File: src/rtl/digger_keys_pkg.sv
// Shared scancode constants, key identifiers and prefix-FSM state type for
// the PS/2 keyboard front end of the player block.
//   SC_*         PS/2 set-2 scancodes of interest
//   KEY_*        index of each tracked key in the raw/latched key vectors
//   kbd_state_t  prefix tracking state (E0 / F0 / E0 F0)
//   arrowId()    maps an extended arrow code to its key index, KEY_NONE otherwise
package digger_keys_pkg;

  localparam logic [7:0] SC_EXT   = 8'hE0;
  localparam logic [7:0] SC_BRK   = 8'hF0;
  localparam logic [7:0] SC_LEFT  = 8'h6B;
  localparam logic [7:0] SC_RIGHT = 8'h74;
  localparam logic [7:0] SC_DOWN  = 8'h72;
  localparam logic [7:0] SC_UP    = 8'h75;
  localparam logic [7:0] SC_SPACE = 8'h29;

  localparam int unsigned NUM_KEYS = 5;
  localparam logic [2:0] KEY_LEFT  = 3'd0;
  localparam logic [2:0] KEY_RIGHT = 3'd1;
  localparam logic [2:0] KEY_DOWN  = 3'd2;
  localparam logic [2:0] KEY_UP    = 3'd3;
  localparam logic [2:0] KEY_FIRE  = 3'd4;
  localparam logic [2:0] KEY_NONE  = 3'd7;

  typedef enum logic [1:0] {IDLE, EXT, BRK, EXT_BRK} kbd_state_t;

  function automatic logic [2:0] arrowId(input logic [7:0] code);
    case (code)
      SC_LEFT:  arrowId = KEY_LEFT;
      SC_RIGHT: arrowId = KEY_RIGHT;
      SC_DOWN:  arrowId = KEY_DOWN;
      SC_UP:    arrowId = KEY_UP;
      default:  arrowId = KEY_NONE;
    endcase
  endfunction

endpackage

File: src/rtl/scan_prefix_fsm.sv
// Scancode prefix tracker. Follows E0 (extended) and F0 (break) prefixes and
// reports each completed key event for one clock. A prefix state left without
// a following byte for TIMEOUT_CYCLES clocks falls back to IDLE.
//   clk, resetN     system clock, synchronous active-low reset
//   din, din_new    scancode byte and its 1-cycle valid strobe
//   key_id          key index of the event (KEY_NONE when no event)
//   key_make        1-cycle strobe: key_id pressed
//   key_brk_strobe  1-cycle strobe: key_id released
module scan_prefix_fsm
  import digger_keys_pkg::*;
#(
  parameter int unsigned TIMEOUT_CYCLES = 100000
) (
  input  logic       clk,
  input  logic       resetN,
  input  logic [7:0] din,
  input  logic       din_new,
  output logic [2:0] key_id,
  output logic       key_make,
  output logic       key_brk_strobe
);

  localparam int unsigned CNT_W = (TIMEOUT_CYCLES > 2) ? $clog2(TIMEOUT_CYCLES) : 1;
  localparam logic [CNT_W-1:0] CNT_LAST = CNT_W'(TIMEOUT_CYCLES - 1);

  kbd_state_t       state, nextState;
  logic [CNT_W-1:0] toCnt;
  logic             timedOut;

  always_ff @(posedge clk) begin
    if (!resetN) begin
      state <= IDLE;
      toCnt <= '0;
    end else begin
      state <= nextState;
      // Saturates at CNT_LAST; the forced return to IDLE clears it next clock.
      if (state == IDLE || din_new)
        toCnt <= '0;
      else if (toCnt != CNT_LAST)
        toCnt <= toCnt + CNT_W'(1);
    end
  end

  assign timedOut = (state != IDLE) && (toCnt == CNT_LAST);

  always_comb begin
    nextState      = state;
    key_id         = KEY_NONE;
    key_make       = 1'b0;
    key_brk_strobe = 1'b0;
    // A byte arriving on the expiry clock is still decoded in its prefix state.
    if (din_new) begin
      case (state)
        IDLE: begin
          if (din == SC_EXT)
            nextState = EXT;
          else if (din == SC_BRK)
            nextState = BRK;
          else if (din == SC_SPACE) begin
            key_id   = KEY_FIRE;
            key_make = 1'b1;
          end
        end
        EXT: begin
          if (din == SC_BRK)
            nextState = EXT_BRK;
          else if (din != SC_EXT) begin
            nextState = IDLE;
            key_id    = arrowId(din);
            key_make  = (key_id != KEY_NONE);
          end
        end
        BRK: begin
          nextState = IDLE;
          if (din == SC_SPACE) begin
            key_id         = KEY_FIRE;
            key_brk_strobe = 1'b1;
          end
        end
        EXT_BRK: begin
          nextState      = IDLE;
          key_id         = arrowId(din);
          key_brk_strobe = (key_id != KEY_NONE);
        end
        default: nextState = IDLE;
      endcase
    end else if (timedOut) begin
      nextState = IDLE;
    end
  end

endmodule

File: src/rtl/arrow_key_decoder.sv
// PS/2 byte stream to held-key levels for the player block. Raw key bits follow
// make/break events immediately; the outputs are a copy of the raw bits taken
// at each startOfFrame, so they are stable for a whole frame.
//   clk, resetN          system clock, synchronous active-low reset
//   startOfFrame         1-cycle strobe at the start of each video frame
//   din, din_new         scancode byte and its 1-cycle valid strobe
//   left/right/down/upArrowPressed  frame-latched arrow levels
//   firePressed          frame-latched space-bar level
//   firePulse            1 clk high at the frame where firePressed goes 0->1
module arrow_key_decoder
  import digger_keys_pkg::*;
#(
  parameter int unsigned TIMEOUT_CYCLES = 100000
) (
  input  logic       clk,
  input  logic       resetN,
  input  logic       startOfFrame,
  input  logic [7:0] din,
  input  logic       din_new,
  output logic       leftArrowPressed,
  output logic       rightArrowPressed,
  output logic       downArrowPressed,
  output logic       upArrowPressed,
  output logic       firePressed,
  output logic       firePulse
);

  logic [2:0]          keyId;
  logic                keyMake;
  logic                keyBrk;
  logic [NUM_KEYS-1:0] rawKeys;
  logic [NUM_KEYS-1:0] setMask;
  logic [NUM_KEYS-1:0] clrMask;

  scan_prefix_fsm #(
    .TIMEOUT_CYCLES(TIMEOUT_CYCLES)
  ) uPrefix (
    .clk           (clk),
    .resetN        (resetN),
    .din           (din),
    .din_new       (din_new),
    .key_id        (keyId),
    .key_make      (keyMake),
    .key_brk_strobe(keyBrk)
  );

  always_comb begin
    setMask = '0;
    clrMask = '0;
    for (int unsigned i = 0; i < NUM_KEYS; i++) begin
      setMask[i] = keyMake && (keyId == 3'(i));
      clrMask[i] = keyBrk  && (keyId == 3'(i));
    end
  end

  always_ff @(posedge clk) begin
    if (!resetN) begin
      rawKeys           <= '0;
      leftArrowPressed  <= 1'b0;
      rightArrowPressed <= 1'b0;
      downArrowPressed  <= 1'b0;
      upArrowPressed    <= 1'b0;
      firePressed       <= 1'b0;
      firePulse         <= 1'b0;
    end else begin
      rawKeys <= (rawKeys | setMask) & ~clrMask;
      // The latch reads rawKeys before this clock's update, so a byte landing
      // on the startOfFrame clock only shows up at the following frame.
      if (startOfFrame) begin
        leftArrowPressed  <= rawKeys[KEY_LEFT];
        rightArrowPressed <= rawKeys[KEY_RIGHT];
        downArrowPressed  <= rawKeys[KEY_DOWN];
        upArrowPressed    <= rawKeys[KEY_UP];
        firePressed       <= rawKeys[KEY_FIRE];
        firePulse         <= rawKeys[KEY_FIRE] & ~firePressed;
      end else begin
        firePulse <= 1'b0;
      end
    end
  end

endmodule
File: config.mk
export PLATFORM = sky130hd
export DESIGN_NAME = arrow_key_decoder
export DESIGN_NICKNAME = d
export VERILOG_FILES = /design/src/rtl/digger_keys_pkg.sv /design/src/rtl/scan_prefix_fsm.sv /design/src/rtl/arrow_key_decoder.sv
export SDC_FILE = /design/constraint.sdc
export NUM_CORES = 1
export LEC_CHECK = 0
export ABC_AREA = 1
export CORE_AREA = 3 3 60 62
export DETAILED_ROUTE_END_ITERATION = 10
export DIE_AREA = 0 0 63 65
export PLACE_DENSITY = 0.75
export SETUP_SLACK_MARGIN = 0.15
export SLEW_MARGIN = 20
export SYNTH_ARGS = -nofsm -noshare
export SYNTH_HDL_FRONTEND = slang
export SYNTH_HIERARCHICAL = 1
export SYNTH_SLANG_ARGS = --single-unit
File: constraint.sdc
create_clock -name clk -period 2.92 [get_ports clk]
set_input_delay 0.584 -clock clk [delete_from_list [all_inputs] [get_ports clk]]
set_output_delay 0.584 -clock clk [all_outputs]
set_load 0.1 [all_outputs]
[Word level (Yosys, flattened, before mapping)]
Cells that the tools add are included.
W data, S select, Z words.
Word-level totals
  register bits: 30
  bits in latches: 0
  RAM bits: 0
  bits in read-only memories: 0
  input port bits: 12
  logic and storage cells: 87
  memories kept: 0
Cells by class
  $add $sub $neg: 1
  multipliers: 0
  divide/modulo/power cells: 0
  $lt $le $gt $ge: 0
  equality and inequality tests: 21
  shifts and indexed selects: 0
  muxes and demuxes: 30
  bitwise gates (word level): 6
  reduce and logical (&&, ||, !) cells: 20
Operators with widths (number)
  $mux W3: 11
  $eq A8 B7 Y1 const B: 4
  $pmux W3 S4: 2
  $add A17 B1 Y17 const B: 1
  $eq A17 B17 Y1 const B: 1
  $ne A17 B17 Y1 const B: 1
  $eq A8 B8 Y1 const B: 2
  $mux W2: 7
  $logic_and A1 B1 Y1: 11
  $eq A8 B6 Y1 const B: 1
  $ne A8 B8 Y1 const B: 1
  $mux W1: 7
  $eq A3 B2 Y1 const B: 2
  $ne A3 B3 Y1 const B: 2
  $pmux W2 S3: 1
  $and A5 B5 Y5: 1
  $not A5 Y5: 1
  $or A5 B5 Y5: 1
  $eq A2 B2 Y1 const B: 2
  $ne A4 B2 Y1 const B: 1
  $ne A4 B4 Y1 const B: 1
  $pmux W1 S2: 2
  $reduce_bool A2 Y1: 2
  $reduce_or A2 Y1: 2
  10 further kinds: 11

[Depth between registers and ports, before layout]
Gate-level depths: netlist of the first run.
  depth in word-level cells: 14
  depth in mapped cells: 14

[Cells and area by module]
The synthesis of the first run kept the hierarchy.
Modules (own cells, without submodules)
  scan_prefix_fsm: times used 1, cells each 201, area each 1237.4 um^2, sequential area each 380.4 um^2
  arrow_key_decoder: times used 1, cells each 60, area each 454.2 um^2, sequential area each 220.2 um^2

[Least setup slack after synthesis of the first run]
No wires, ideal clock.
  path kind: input to register
  from: input din[7]
  to: register rawKeys[0]
  library setup time: 0.114 ns
  data arrival time: 1.790 ns
  setup slack: 1.016 ns
  stages: 9
  path buffers: 0
  path through: or2_2 > nor2_1 > nand3_1 > a21oi_1 > nand4_1 > nor2_2 > nand3_1 > nand2_1 > a21oi_2
Between the ends
  word-level cells in the longest chain between the ends: 14
Ends and longest elaborated chain
  from (decl): RTL line arrow_key_decoder.sv:18  | input logic [7:0] din,
  $eq A8 B7 Y1: RTL line digger_keys_pkg.sv:28  | case (code)
  $pmux W3 S4: RTL line digger_keys_pkg.sv:28
  $mux W3: RTL line scan_prefix_fsm.sv:67  | else if (din != SC_EXT) begin
  $mux W3: RTL line scan_prefix_fsm.sv:65  | if (din == SC_BRK)
  $mux W3: RTL line scan_prefix_fsm.sv:53  | case (state)
  $mux W3: RTL line scan_prefix_fsm.sv:52  | if (din_new) begin
  $mux W3: RTL line scan_prefix_fsm.sv:67
  $mux W3: RTL line scan_prefix_fsm.sv:65
  $pmux W3 S4 (*): RTL line scan_prefix_fsm.sv:53
  $mux W3 (*): RTL line scan_prefix_fsm.sv:52
  via keyId[1]: RTL line arrow_key_decoder.sv:28  | logic [2:0] keyId;
  $logic_not A3 Y1 (*): RTL line arrow_key_decoder.sv:51, arrow_key_decoder.sv:52
  $logic_and A1 B1 Y1 (on tied branches): RTL line arrow_key_decoder.sv:51, arrow_key_decoder.sv:52
  $or A5 B5 Y5 or $not A5 Y5 (tied branches): RTL line arrow_key_decoder.sv:66  | rawKeys <= (rawKeys | setMask) & ~clrMask;
  $and A5 B5 Y5 (*): RTL line arrow_key_decoder.sv:66
  to (signal assigned): RTL line arrow_key_decoder.sv:66
  to (decl): RTL line arrow_key_decoder.sv:31  | logic [NUM_KEYS-1:0] rawKeys;
The timed path passes the listed nets; every way through them passes the cells marked *. The select of a mux whose other input is x is not followed.
A chain may end at the register's enable or synchronous reset.

[Worst setup path in the final report of the first run]
  from: input din[7]
  to: register rawKeys[4]
Between the ends
  word-level cells in the longest chain between the ends: 14
Ends and longest elaborated chain (RTL line)
  $eq A8 B7 Y1: digger_keys_pkg.sv:28
  $pmux W3 S4: digger_keys_pkg.sv:28
  $mux W3: scan_prefix_fsm.sv:67
  $mux W3: scan_prefix_fsm.sv:65
  $mux W3: scan_prefix_fsm.sv:53
  $mux W3: scan_prefix_fsm.sv:52
  $mux W3: scan_prefix_fsm.sv:67
  $mux W3: scan_prefix_fsm.sv:65
  $pmux W3 S4 (*): scan_prefix_fsm.sv:53
  $mux W3 (*): scan_prefix_fsm.sv:52
  via keyId[1]: arrow_key_decoder.sv:28
  $eq A3 B3 Y1 (*): arrow_key_decoder.sv:51, arrow_key_decoder.sv:52
  $logic_and A1 B1 Y1 (on tied branches): arrow_key_decoder.sv:51, arrow_key_decoder.sv:52
  $or A5 B5 Y5 or $not A5 Y5 (tied branches): arrow_key_decoder.sv:66
  $and A5 B5 Y5 (*): arrow_key_decoder.sv:66
Marks and branches as above.

==> results of run 1 <==
[area by class of cell]
class                   count  area (um^2)  share of cell area
multi-input cells         190          936               0.476
flip-flops and latches     30          601               0.306
repair buffers             18          163              0.0828
inverters                  40          150              0.0764
clock buffers               7         55.1              0.0280
well taps                  44         55.1              0.0280
clock inverters             1         5.00             0.00255
[per-layer routing]
metal  global-route usage  up-vias  share of wire  wire length (um)
met3               0.0468        7          0.037               119
li1                     -      899              -                 -
met2                0.295       24           0.47              1520
met1                0.201      733           0.48              1550
met4               0.0744        0          0.018                59
met5                    0        -              0                 0
[cell families after synthesis]
kind of cell,after synthesis,share of synthesized area
buf+inv,41,0.0917
simple gates,148,0.409
flops,30,0.355
fa+ha+maj,1,0.00740
xor+xnor,3,0.0155
compound gates,38,0.121
[flip-flops by register name, summed over array words and instances, names as in the netlist]
register	cells
rawKeys	5
firePulse	1
upArrowPressed	1
rightArrowPressed	1
downArrowPressed	1
uPrefix/state	2
firePressed	1
leftArrowPressed	1
uPrefix/toCnt	17
[synth_stat cells]
| cell | count |
|---|---|
| a21oi_1 | 21 |
| inv_2 | 6 |
| nor3_4 | 2 |
| or2_0 | 1 |
| xor2_1 | 1 |
| nor2_2 | 1 |
| o21a_1 | 1 |
| nor4_1 | 1 |
| a31oi_1 | 2 |
| ha_1 | 1 |
| and2_1 | 1 |
| or2_2 | 1 |
| a21oi_2 | 2 |
| o21ai_0 | 7 |
| nand4_1 | 9 |
| nand3_1 | 26 |
| nand4_2 | 1 |
| a211oi_1 | 1 |
| xnor2_1 | 2 |
| or2_1 | 1 |
| nand3_2 | 2 |
| buf_2 | 1 |
| nor3_1 | 3 |
| dfxtp_1 | 30 |
| nor2_1 | 40 |
| nand2_2 | 3 |
| and3_1 | 1 |
| nor3_2 | 1 |
| inv_1 | 34 |
| o21ai_1 | 4 |
| nand2_1 | 54 |
[critical path: stages]
cell,delay [ps]
clkdlybuf4s50_1,440
or2_2,300
nor2_1,90
nand3_1,110
a21oi_1,200
nand4_1,250
nor2_2,230
nand3_1,110
a21oi_2,140
[layout by cell type (no fill, tap or decap), drive strengths merged, types with 3 or more instances in the layout]
cell / instances
clkbuf: 7
nand3: 28
nor3: 6
clkdlybuf4s50: 11
or2: 3
inv: 40
nor2: 41
dfxtp: 30
buf: 7
nand4: 10
a21oi: 23
o21ai: 11
nand2: 57
[power by group through the flow]
stage	Clock [mW]	Sequential (mW)	Combinational (mW)
after global placement	0	0.429	0.109
final	0.258	0.420	0.109
after floorplan	0	0.448	0.0544
after CTS	0.264	0.420	0.109
after detailed placement	0	0.429	0.109
after global routing	0.280	0.421	0.122
[per-stage QoR]
| step | area, um^2 | setup slack [ps] |
|---|---|---|
| after floorplan | 1690 | 1020 |
| after global placement | 1900 | 433 |
| after detailed placement | 1900 | 397 |
| after CTS | 1960 | 744 |
| after global routing | 1960 | 455 |
| final | 1960 | 732 |
[path summary, 6_finish.rpt]
kind	from	cells past startpoint	slack (ps)	end
worst max-delay path	din[7]	9	730	rawKeys[4]
worst min-delay path	rawKeys[4]	2	450	firePulse
worst max register to register	uPrefix/state[1]	8	1270	rawKeys[4]
worst min register to register	rawKeys[4]	2	450	firePulse
==> impl_results.md, run 1 <==
* Sw Ratio at 0.278
* CORE AREA at between 0.003 and 0.004 mm^2
* Die Ht at 65 um
* F_max at 0.457 GHz
* Worst EP arrival at 2460 ps
* Leakage power at around 0.8 nW
* Pwr per Cell Area at 400 mW/mm^2
* Antenna cells at 0
* Number of global-route vias before repair at roughly 1500
* CTS buffer count at 5
* Fin crit period at 2190 ps
* Setup bufs post-CTS at 0
* ANT nets after route at 0
* # port buffers at 17
* CTS Hold Buffers Added at 0
* Final-stage net count at 298
* Clock power frac at 0.328
* Synthesized instance count at 261
* Post-synthesis sequential area ratio at 0.355
* Max Clock Skew at 10.5 ps
* Chip width at between 60 and 70 um
* Worst slew margin at 0.754
* Total clock sinks at 30
* Pre-Repair DR Iteration Count at 4
* Final WL at approximately 3.2 mm
* Worst Tran Pin Value at 368 ps
* Gr usage total at 0.172
* Initial antenna violation count at 0
* Utilization after layout at 0.638
* Max Cap Viol at 0
* Starting DRT DRC Count at slightly below 80
* Gpl congestion at 0.795
* Starting density of the core at 0.550
* Min Hold Slack at 454 ps
* Final hold vios at 0
* I/O pins at 18
* Endpoints failing setup at 0
* P_sw at 0.218 mW
* Area delta synth->final at 16.1%
* Clock slew at reported path FFs at 90 ps
* Core Rows at 20
* Skew-Pair Late Insertion Delay at 330 ps
* DP HPWL at 2.53 mm
* Share of cells above drive strength 1 at 0.115
* Yosys Warn Count at 6
* CTS tree: built
* Seq cells post-synth at 30
* Status: complete, no violations
* Via count at 1663
* Fill count at 299
* Largest net degree at the start of global routing at 11
* H-tree depth at 2
* Remaining DRCs at 0
* Synth top area share at 0.355
* Post-synth cell types at 31
* Gate power share at 0.139
* Worst Setup Start Kind: input port
* GR Overflow Total at 0
* Total Power at 0.786 mW
* Placed cell count at 322
* Worst min path class: reg2reg
* # resized after CTS at 0
* Die area at 0.00410 mm^2
* Final period util at 0.749
* Pins Over Slew Limit at 0
* Peak VDD IR at approximately 0.30 mV
* RSZ-0062 raised after global routing: false
* Final setup TNS at 0 ps
* Crit. End Element: register
* Post-route insts no fill at 330
* WL/cell at between 9 and 10 um
* Worst Path Required at 3190 ps
* Clk buf depth at 2
* Syn Area/Cell at 6.48 um^2
* Crit Path Category: in2reg
* Yosys top cell by area: dfxtp_1
* Netlist Area Pre-Place at 0.00169 mm^2
* Via density at around 5.0
* Crit-path max FO at 6
* Reg power frac at 0.534
* Syn nets at 274
* CTS Root Cell: clkbuf_4
* Global-route wire length before repair at 5.66 mm
* Top post-synthesis cells by area: dfxtp_1 (36%), nand2_1 (12%), nor2_1 (8.9%)
* Internal cell power at 0.568 mW
Note: power is estimated with default switching activity, not from simulation.
==> run 2, diff against run 1 <==
- CORE_AREA: 3 3 60 62 -> 3 3 63 65
- DIE_AREA: 0 0 63 65 -> 0 0 66 68
- PLACE_DENSITY: 0.75 -> 0.72
- clock period: 2.92 -> 2 ns (I/O delays scaled with it)
==> impl_results.md, run 2 (same netlist as run 1, synthesis figures left out) <==
* WL/cell at 10.3 um
* RSZ-0062 raised after global routing: true
* CTS Hold Buffers Added at 0
* Reg2reg start: uPrefix/state[0]
* Crit Path Category: in2reg
* Worst slew margin at 0.758
* Gpl congestion at 0.838
* FF+latch area at 601 um^2
* Pins Over Slew Limit at 0
* Status: complete, no violations
* Clk buf depth at 2
* Chip width at 66 um
* Final hold vios at 0
* R2R depth at 9
* P_sw at approximately 0.35 mW
* Crit-path max FO at 4
* I/O pins at 18
* Biggest register: uPrefix/toCnt
* Antenna cells at 0
* Endpoints failing setup at 0
* Setup crit start: din[7]
* Final WL at ~3.6 mm
* Max Cap Viol at 0
* Worst Setup Start Kind: input port
* CORE AREA at 0.00339 mm^2
* Total clock sinks at 30
* Pwr per Cell Area at 550 mW/mm^2
* Pre-Repair DR Iteration Count at 4
* Finished Cell Area at 0.00217 mm^2
* Gr usage total at 0.176
* Final-stage net count at 315
* Fill count at 306
* Setup ws final at 246 ps
* Via count at between 1500 and 2000
* Initial antenna violation count at 0
* Min Hold Slack at about 460 ps
* Post-route insts no fill at 349
* Clock slew at reported path FFs at between 100 and 150 ps
* Peak VDD IR at ~0.42 mV
* Via density at between 4 and 5
* F_max at ~0.57 GHz
* Clock power frac at 0.327
* CTS Root Cell: clkbuf_4
* Hold Crit Depth at 1
* Worst Path Required at 2240 ps
* Utilization after layout at 0.639
* Leakage power at 0.942 nW
* Share of cells above drive strength 1 at 0.211
* Final setup TNS at 0 ps
* Sw Ratio at 0.291
* Gate power share at 0.158
* H-tree depth at 2
* Die Ht at ~68 um
* Final period util at 0.877
* Remaining DRCs at 0
* Hold Path Origin: firePressed
* Global-route wire length before repair at 6.13 mm
* Max reg flops at 17
* Area delta synth->final at 28.1%
* DP HPWL at between 2 and 3 mm
* ANT nets after route at 0
* Pre-CTS setup slack at -340 ps
* CTS tree: built
* Starting density of the core at 0.499
* CTS buffer count at 5
* Reg power frac at 0.515
* Starting DRT DRC Count at 83
* Total Power at around 1.2 mW
* Commonest non-fill, non-tap cell in the layout: nand2_1
* Fin crit period at 1750 ps
* Core Rows at 21
* Die area at 0.00449 mm^2
* Largest net degree at the start of global routing at 11
* Worst Tran Pin Value at between 300 and 400 ps
* Number of global-route vias before repair at ~1500
* Placed cell count at 336
* Max Clock Skew at 18.8 ps
* Worst min path class: reg2reg
* Internal cell power at around 0.84 mW
* Skew-Pair Late Insertion Delay at 330 ps
* Commonest non-fill, non-tap cells in the layout: nand2_1 (52), nor2_1 (35), inv_1 (33)
* Crit. End Element: register
* Worst EP arrival at approximately 2000 ps
* Largest regs: uPrefix/toCnt x17, rawKeys x5, uPrefix/state x2
* Multi-input gate area at 992 um^2
* Cell Area, Placed at 0.00200 mm^2
* GR Overflow Total at 0
* # port buffers at 17
-- run 2: per-layer routing --
metal / track usage / share of wire
met5: 0 / 0
met4: 0.0685 / 0.0092
met3: 0.0443 / 0.033
met2: 0.302 / 0.47
met1: 0.211 / 0.48
-- run 2: final cells by class --
class | instances | share of cell area
clock buffers | 6 | 0.0237
clock inverters | 2 | 0.00577
inverters | 40 | 0.0693
multi-input cells | 190 | 0.458
flip-flops and latches | 30 | 0.277
well taps | 46 | 0.0266
repair buffers | 35 | 0.140
-- run 2: worst paths after layout --
path,end,slack [ps]
worst max-delay path,rawKeys[2],250
worst min-delay path,firePulse,460
worst max register to register,rawKeys[2],400
worst min register to register,firePulse,460
-- run 2: power groups by stage --
stage / Clock [mW] / Combinational, mW / Sequential (mW)
floorplan: 0 / 0.0795 / 0.653
detailed placement: 0 / 0.170 / 0.626
CTS: 0.401 / 0.177 / 0.613
global route: 0.432 / 0.207 / 0.615
global placement: 0 / 0.169 / 0.626
finish: 0.390 / 0.188 / 0.613
-- run 2: repair_timing --
action | in CTS | in global routing
gates resized for setup | 6 | 18
buffers inserted | 2 | 3
pin swaps | 4 | 11
endpoints found under the hold margin | 0 | 0
setup endpoints to repair | 5 | 5
-- run 2: worst max-delay path: stages --
cell,delay [ps]
dlygate4sd2_1,250
or2_2,300
nor2_2,120
nand3_2,110
a21oi_2,160
nand4_1,210
buf_4,220
nand3_2,70
nor2_2,40
nor2_1,70
nor2_1,50
==> patch 1, RTL diff (flow settings as in run 2) <==
Register the inputs `startOfFrame`, `din` and `din_new` before use. The logic sees them one clock later. Comments in the files are not updated.
--- a/src/rtl/arrow_key_decoder.sv
+++ b/src/rtl/arrow_key_decoder.sv
@@ -25,6 +25,16 @@
   output logic       firePulse
 );
 
+  logic startOfFrame_q;
+  logic [7:0] din_q;
+  logic din_new_q;
+
+  always_ff @(posedge clk) begin
+    startOfFrame_q <= startOfFrame;
+    din_q          <= din;
+    din_new_q      <= din_new;
+  end
+
   logic [2:0]          keyId;
   logic                keyMake;
   logic                keyBrk;
@@ -37,8 +47,8 @@
   ) uPrefix (
     .clk           (clk),
     .resetN        (resetN),
-    .din           (din),
-    .din_new       (din_new),
+    .din           (din_q),
+    .din_new       (din_new_q),
     .key_id        (keyId),
     .key_make      (keyMake),
     .key_brk_strobe(keyBrk)
@@ -66,7 +76,7 @@
       rawKeys <= (rawKeys | setMask) & ~clrMask;
       // The latch reads rawKeys before this clock's update, so a byte landing
       // on the startOfFrame clock only shows up at the following frame.
-      if (startOfFrame) begin
+      if (startOfFrame_q) begin
         leftArrowPressed  <= rawKeys[KEY_LEFT];
         rightArrowPressed <= rawKeys[KEY_RIGHT];
         downArrowPressed  <= rawKeys[KEY_DOWN];
Behaviour: not the same (a bounded check fails within 4 cycles, from zero or initial values and one cycle with resetN low).
==> patch 1 against run 2 <==
Setup slack gained 31 ps; design area grew 0.87%; final cell count shrank 1.1%; total power grew 17%; sequential cell count grew 10; clock skew shrank 6.3 ps; wire length grew 4.1%; critical endpoint is now rawKeys[1]$_SDFF_PN0_; area after synthesis grew 12%.
==> patch 1: results (changes against run 2) <==
status: "complete, no violations"  # unchanged
cts-resized-gates: 0  # was 6
worst_pin_slew_ps: 380  # was 362 ps
clk_latency_ps: 350  # was 330 ps
dp_slack_ps: 303  # was -340 ps
pwr-share-comb_pct: 11.7  # was 15.8%
synth_common_cells: "nand2_1 (55), inv_1 (44), dfxtp_1 (40), nor2_1 (31), a21oi_1 (25)"  # was nand2_1 (54), nor2_1 (40), inv_1 (34), dfxtp_1 (30), nand3_1 (26)
r2r_end: "rawKeys[1]$_SDFF_PN0_"  # was rawKeys[2]$_SDFF_PN0_
reg.largest.list: "uPrefix/toCnt x17, din_q x8, rawKeys x5"  # was uPrefix/toCnt x17, rawKeys x5, uPrefix/state x2
synthXorXnorAreaFrac_pct: 1.39  # was 1.55%
grt_max_degree: 14  # was 11
synth_compound_area_share_pct: 14.2  # was 12.1%
grt_util_all_layers_pct: 18.7  # was 17.6%
cpPeakStageDelay_ps: 360  # was 300 ps
synthTopCellsByArea: "dfxtp_1 (42%), nand2_1 (11%), inv_1 (8.7%)"  # was dfxtp_1 (36%), nand2_1 (12%), nor2_1 (8.9%)
synth.distinct_cells: 25  # was 31
r2r_start: "din_q[0]$_DFF_P_"  # was uPrefix/state[0]$_SDFFE_PN0P_
gp_congestion: 0.873  # was 0.838
grt_pass1_wl_um: 6510  # was 6130 µm
post_dp_cell_area_um2: 2100  # was 2000 µm²
yosysSeqAreaShare_pct: 42.3  # was 35.5%
leakagePower_uw: 0.000865  # was 0.000942 µW
slowest_stage: "dfxtp_1"  # was or2_2
seq-power_uw: 835  # was 613 µW
worstSetupPathType: "reg2reg"  # was in2reg
firstDrtPassIters: 5  # was 4
layout-drive-gt1-share_pct: 12.4  # was 21.1%
dp_cells: 337  # was 336
cp_max_fo: 6  # was 4
wl_per_cell_um: 10.8  # was 10.3 µm
period_share_pct: 86.2  # was 87.7%
max-vdd-ir-drop_mv: 0.421  # was 0.424 mV
synth-adder-area-share_pct: 0.661  # was 0.740%
hpwl_um: 2780  # was 2640 µm
route.vias.total: 1714  # was 1713
grt_pass1_vias: 1556  # was 1481
dr.first_iter.drc_count: 135  # was 83
netSwitchingFraction_pct: 27.8  # was 29.1%
finClkSkew_ps: 12.5  # was 18.8 ps
r2r_slack_ps: 280  # was 400 ps
reg2reg_depth: 10  # was 9
nets: 311  # was 315
patch 1: how the worst min path moves through the flow:
stage | startpoint | endpoint | slack (ps) | cells after the start
floorplan | rawKeys[3]$_SDFF_PN0_ | rawKeys[3]$_SDFF_PN0_ | 430 | 2
global placement | firePressed$_SDFFE_PN0P_ | firePulse$_SDFF_PN0_ | 450 | 1
detailed placement | firePressed$_SDFFE_PN0P_ | firePulse$_SDFF_PN0_ | 450 | 1
CTS | din[2] | din_q[2]$_DFF_P_ | 470 | 1
global route | din[1] | din_q[1]$_DFF_P_ | 460 | 1
finish | firePressed$_SDFFE_PN0P_ | firePulse$_SDFF_PN0_ | 460 | 1
patch 1: cells by family after synthesis:
group | Yosys count
simple gates | 133
compound gates | 49
buf+inv | 49
flops | 40
xor+xnor | 3
fa+ha+maj | 1
patch 1: through the flow:
stage / total power [µW] / utilization, % / hold slack (ps)
final: 1400 / 64.5 / 462
after global routing: 1470 / 64.5 / 462
after detailed placement: 1000 / 62.1 / 448
after global placement: 1000 / 62.1 / 446
after CTS: 1410 / 63.8 / 466
after floorplan: 955 / - / 427
patch 1: area by class of cell:
class,count,area (µm²)
tap,46,57.6
clock buffer,5,37.5
clock inverter,3,18.8
inverter,46,173
fill,298,1200
multi-input combinational,186,928
timing repair buffer,19,170
sequential,40,801
patch 1: worst reg2reg max path, stage by stage (launching register included):
cell and delay (ps):
dfxtp_1 360, inv_1 70, nor2_1 140, nand4_1 200, nand2_1 100, o21ai_1 110, a21oi_2 160, nand2_2 130
nor2_1 160, nand3_1 110, a21oi_2 140
patch 1: metal layers:
layer | track usage, % | vias to the layer above | share of wire [%]
met1 | 22.5 | 748 | 46
li1 | - | 938 | -
met5 | 0 | - | 0
met3 | 3.94 | 6 | 2.7
met2 | 32.2 | 22 | 49
met4 | 8.63 | 0 | 1.3
==> patch 2, RTL diff (config.mk and constraints of run 2) <==
Made on the original files. `NUM_KEYS`: 5 -> 10.
--- a/src/rtl/digger_keys_pkg.sv
+++ b/src/rtl/digger_keys_pkg.sv
@@ -14,7 +14,7 @@
   localparam logic [7:0] SC_UP    = 8'h75;
   localparam logic [7:0] SC_SPACE = 8'h29;
 
-  localparam int unsigned NUM_KEYS = 5;
+  localparam int unsigned NUM_KEYS = 10;
   localparam logic [2:0] KEY_LEFT  = 3'd0;
   localparam logic [2:0] KEY_RIGHT = 3'd1;
   localparam logic [2:0] KEY_DOWN  = 3'd2;
Check against the original RTL: same outputs for any inputs over 4 cycles, from zero or initial values and one cycle with resetN low; that may be too few to reach the edited logic, so the function may still have changed.
==> patch 2 against run 2 <==
Setup slack better by 8.1 ps; area after synthesis up 2.3%; wire length increased by 5.7%; total power is 0.22% lower; synthesized cell count grew 1.5%; sequential cell count stayed put; count of clock-buffer cells in the layout rose by 1; combinational power rose by 5%; design area is 3.5% higher; sequential share of layout area fell by 0.94 points; non-clock buffer count grew 3; critical endpoint is now rawKeys[1]$_SDFF_PN0_; largest power group unchanged; highest routed layer unchanged.
==> patch 2: results (changes against run 2) <==
cp_data_arrival_time_ps: 1970  # was 2000 ps
hpwl_um: 2760  # was 2640 µm
status: "complete, no violations"  # unchanged
syn_nets: 278  # was 274
dr_wl_met3_um: 146  # was 119 µm
fin_total_pwr_uw: 1190  # about the same
synth_common_cells: "nand2_1 (59), inv_1 (36), nor2_1 (36), dfxtp_1 (30), a21oi_1 (22)"  # was nand2_1 (54), nor2_1 (40), inv_1 (34), dfxtp_1 (30), nand3_1 (26)
nets: 322  # was 315
num-nonclk-buffers: 38  # was 35
final-clk-cell-share_pct: 2.68  # was 2.94%
netSwitchingFraction_pct: 28.5  # was 29.1%
drt-met1-wl_um: 1750  # was 1730 µm
cts-resized-gates: 22  # was 6
crit_path_end: "rawKeys[1]$_SDFF_PN0_"  # was rawKeys[2]$_SDFF_PN0_
dp_cells: 344  # was 336
grt_use_met3_pct: 3.94  # was 4.43%
cts_setup_buffers: 0  # was 2
cts.clk_slew.worst_paths_ps: 90  # was 110 ps
synth.distinct_cells: 29  # was 31
route.vias.total: 1789  # was 1713
avgSynthCellArea_um2: 6.53  # was 6.48 µm²
synth-adder-area-share_pct: 0.723  # was 0.740%
dr.first_iter.drc_count: 93  # was 83
firstDrtPassIters: 4  # unchanged
synthXorXnorAreaFrac_pct: 0.506  # was 1.55%
r2r_end: "uPrefix/toCnt[3]$_SDFFE_PP0N_"  # was rawKeys[2]$_SDFF_PN0_
yosysSeqAreaShare_pct: 34.7  # was 35.5%
grt_pass1_vias: 1609  # was 1481
r2r_start: "uPrefix/toCnt[0]$_SDFFE_PP0N_"  # was uPrefix/state[0]$_SDFFE_PN0P_
insertedDiodeCount: 0  # unchanged
stdcell_count: 356  # was 349
use_met2_pct: 32.4  # was 30.2%
sh_seq_area_pct: 26.8  # was 27.7%
holdPathStages: 2  # was 1
comb-power_uw: 197  # was 188 µW
buf_share_pct: 14.0  # about the same
synthTopCellsByArea: "dfxtp_1 (35%), nand2_1 (13%), inv_1 (7.8%)"  # was dfxtp_1 (36%), nand2_1 (12%), nor2_1 (8.9%)
drt_wl_total_um: 3780  # was 3580 µm
reg2reg_depth: 10  # was 9
clkPwrFrac_pct: 31.8  # was 32.7%
met2WireLength_um: 1820  # was 1700 µm
layout-drive-gt1-share_pct: 22.9  # was 21.1%
multi_input_area_share_pct: 47.3  # was 45.8%
hp-start: "rawKeys[4]$_SDFF_PN0_"  # was firePressed$_SDFFE_PN0P_
gp_congestion: 0.839  # was 0.838
use_met1_pct: 22.4  # was 21.1%
worstSetupStartpoint: "din[2]"  # was din[7]
clockBufferCount: 7  # was 6
grt_util_all_layers_pct: 18.6  # was 17.6%
grt_pass1_wl_um: 6530  # was 6130 µm
holdPathEnd: "rawKeys[4]$_SDFF_PN0_"  # was firePulse$_SDFF_PN0_
finClkSkew_ps: 12.1  # was 18.8 ps
leakagePower_uw: 0.000978  # was 0.000942 µW
synth_compound_area_share_pct: 14.2  # was 12.1%
worst_pin_slew_ps: 338  # was 362 ps
max-vdd-ir-drop_mv: 0.371  # was 0.424 mV
portBuffers: 17  # unchanged
==> patch 2: changes by cell type after synthesis, moves of 3 or more <==
cell	before	now
nor2_4	0	3
nand3b_1	0	3
nor2_1	40	36
nand2_1	54	59
nand3_1	26	19
o21ai_0	7	13
nand4_1	9	12
==> patch 2: worst max-delay path, stage by stage <==
cell	delay [ps]
dlygate4sd2_1	260
inv_1	90
nor2_4	140
nand2_1	110
nand2_1	80
nand2_1	60
nand3_2	60
nand2_1	50
nand2_1	50
nand4_1	210
buf_4	220
nand3_1	80
nor2_1	40
nor2_1	80
nor2_1	40
==> patch 2: stage by stage <==
stage          setup WS [ps]  hold WS (ps)  area (µm²)
4_1_cts                  152           456        2170
5_1_grt                  103           485        2240
3_3_place_gp            -342           441        2070
3_5_place_dp            -340           440        2070
6_report                 254           453        2240
2_1_floorplan            277           427        1730
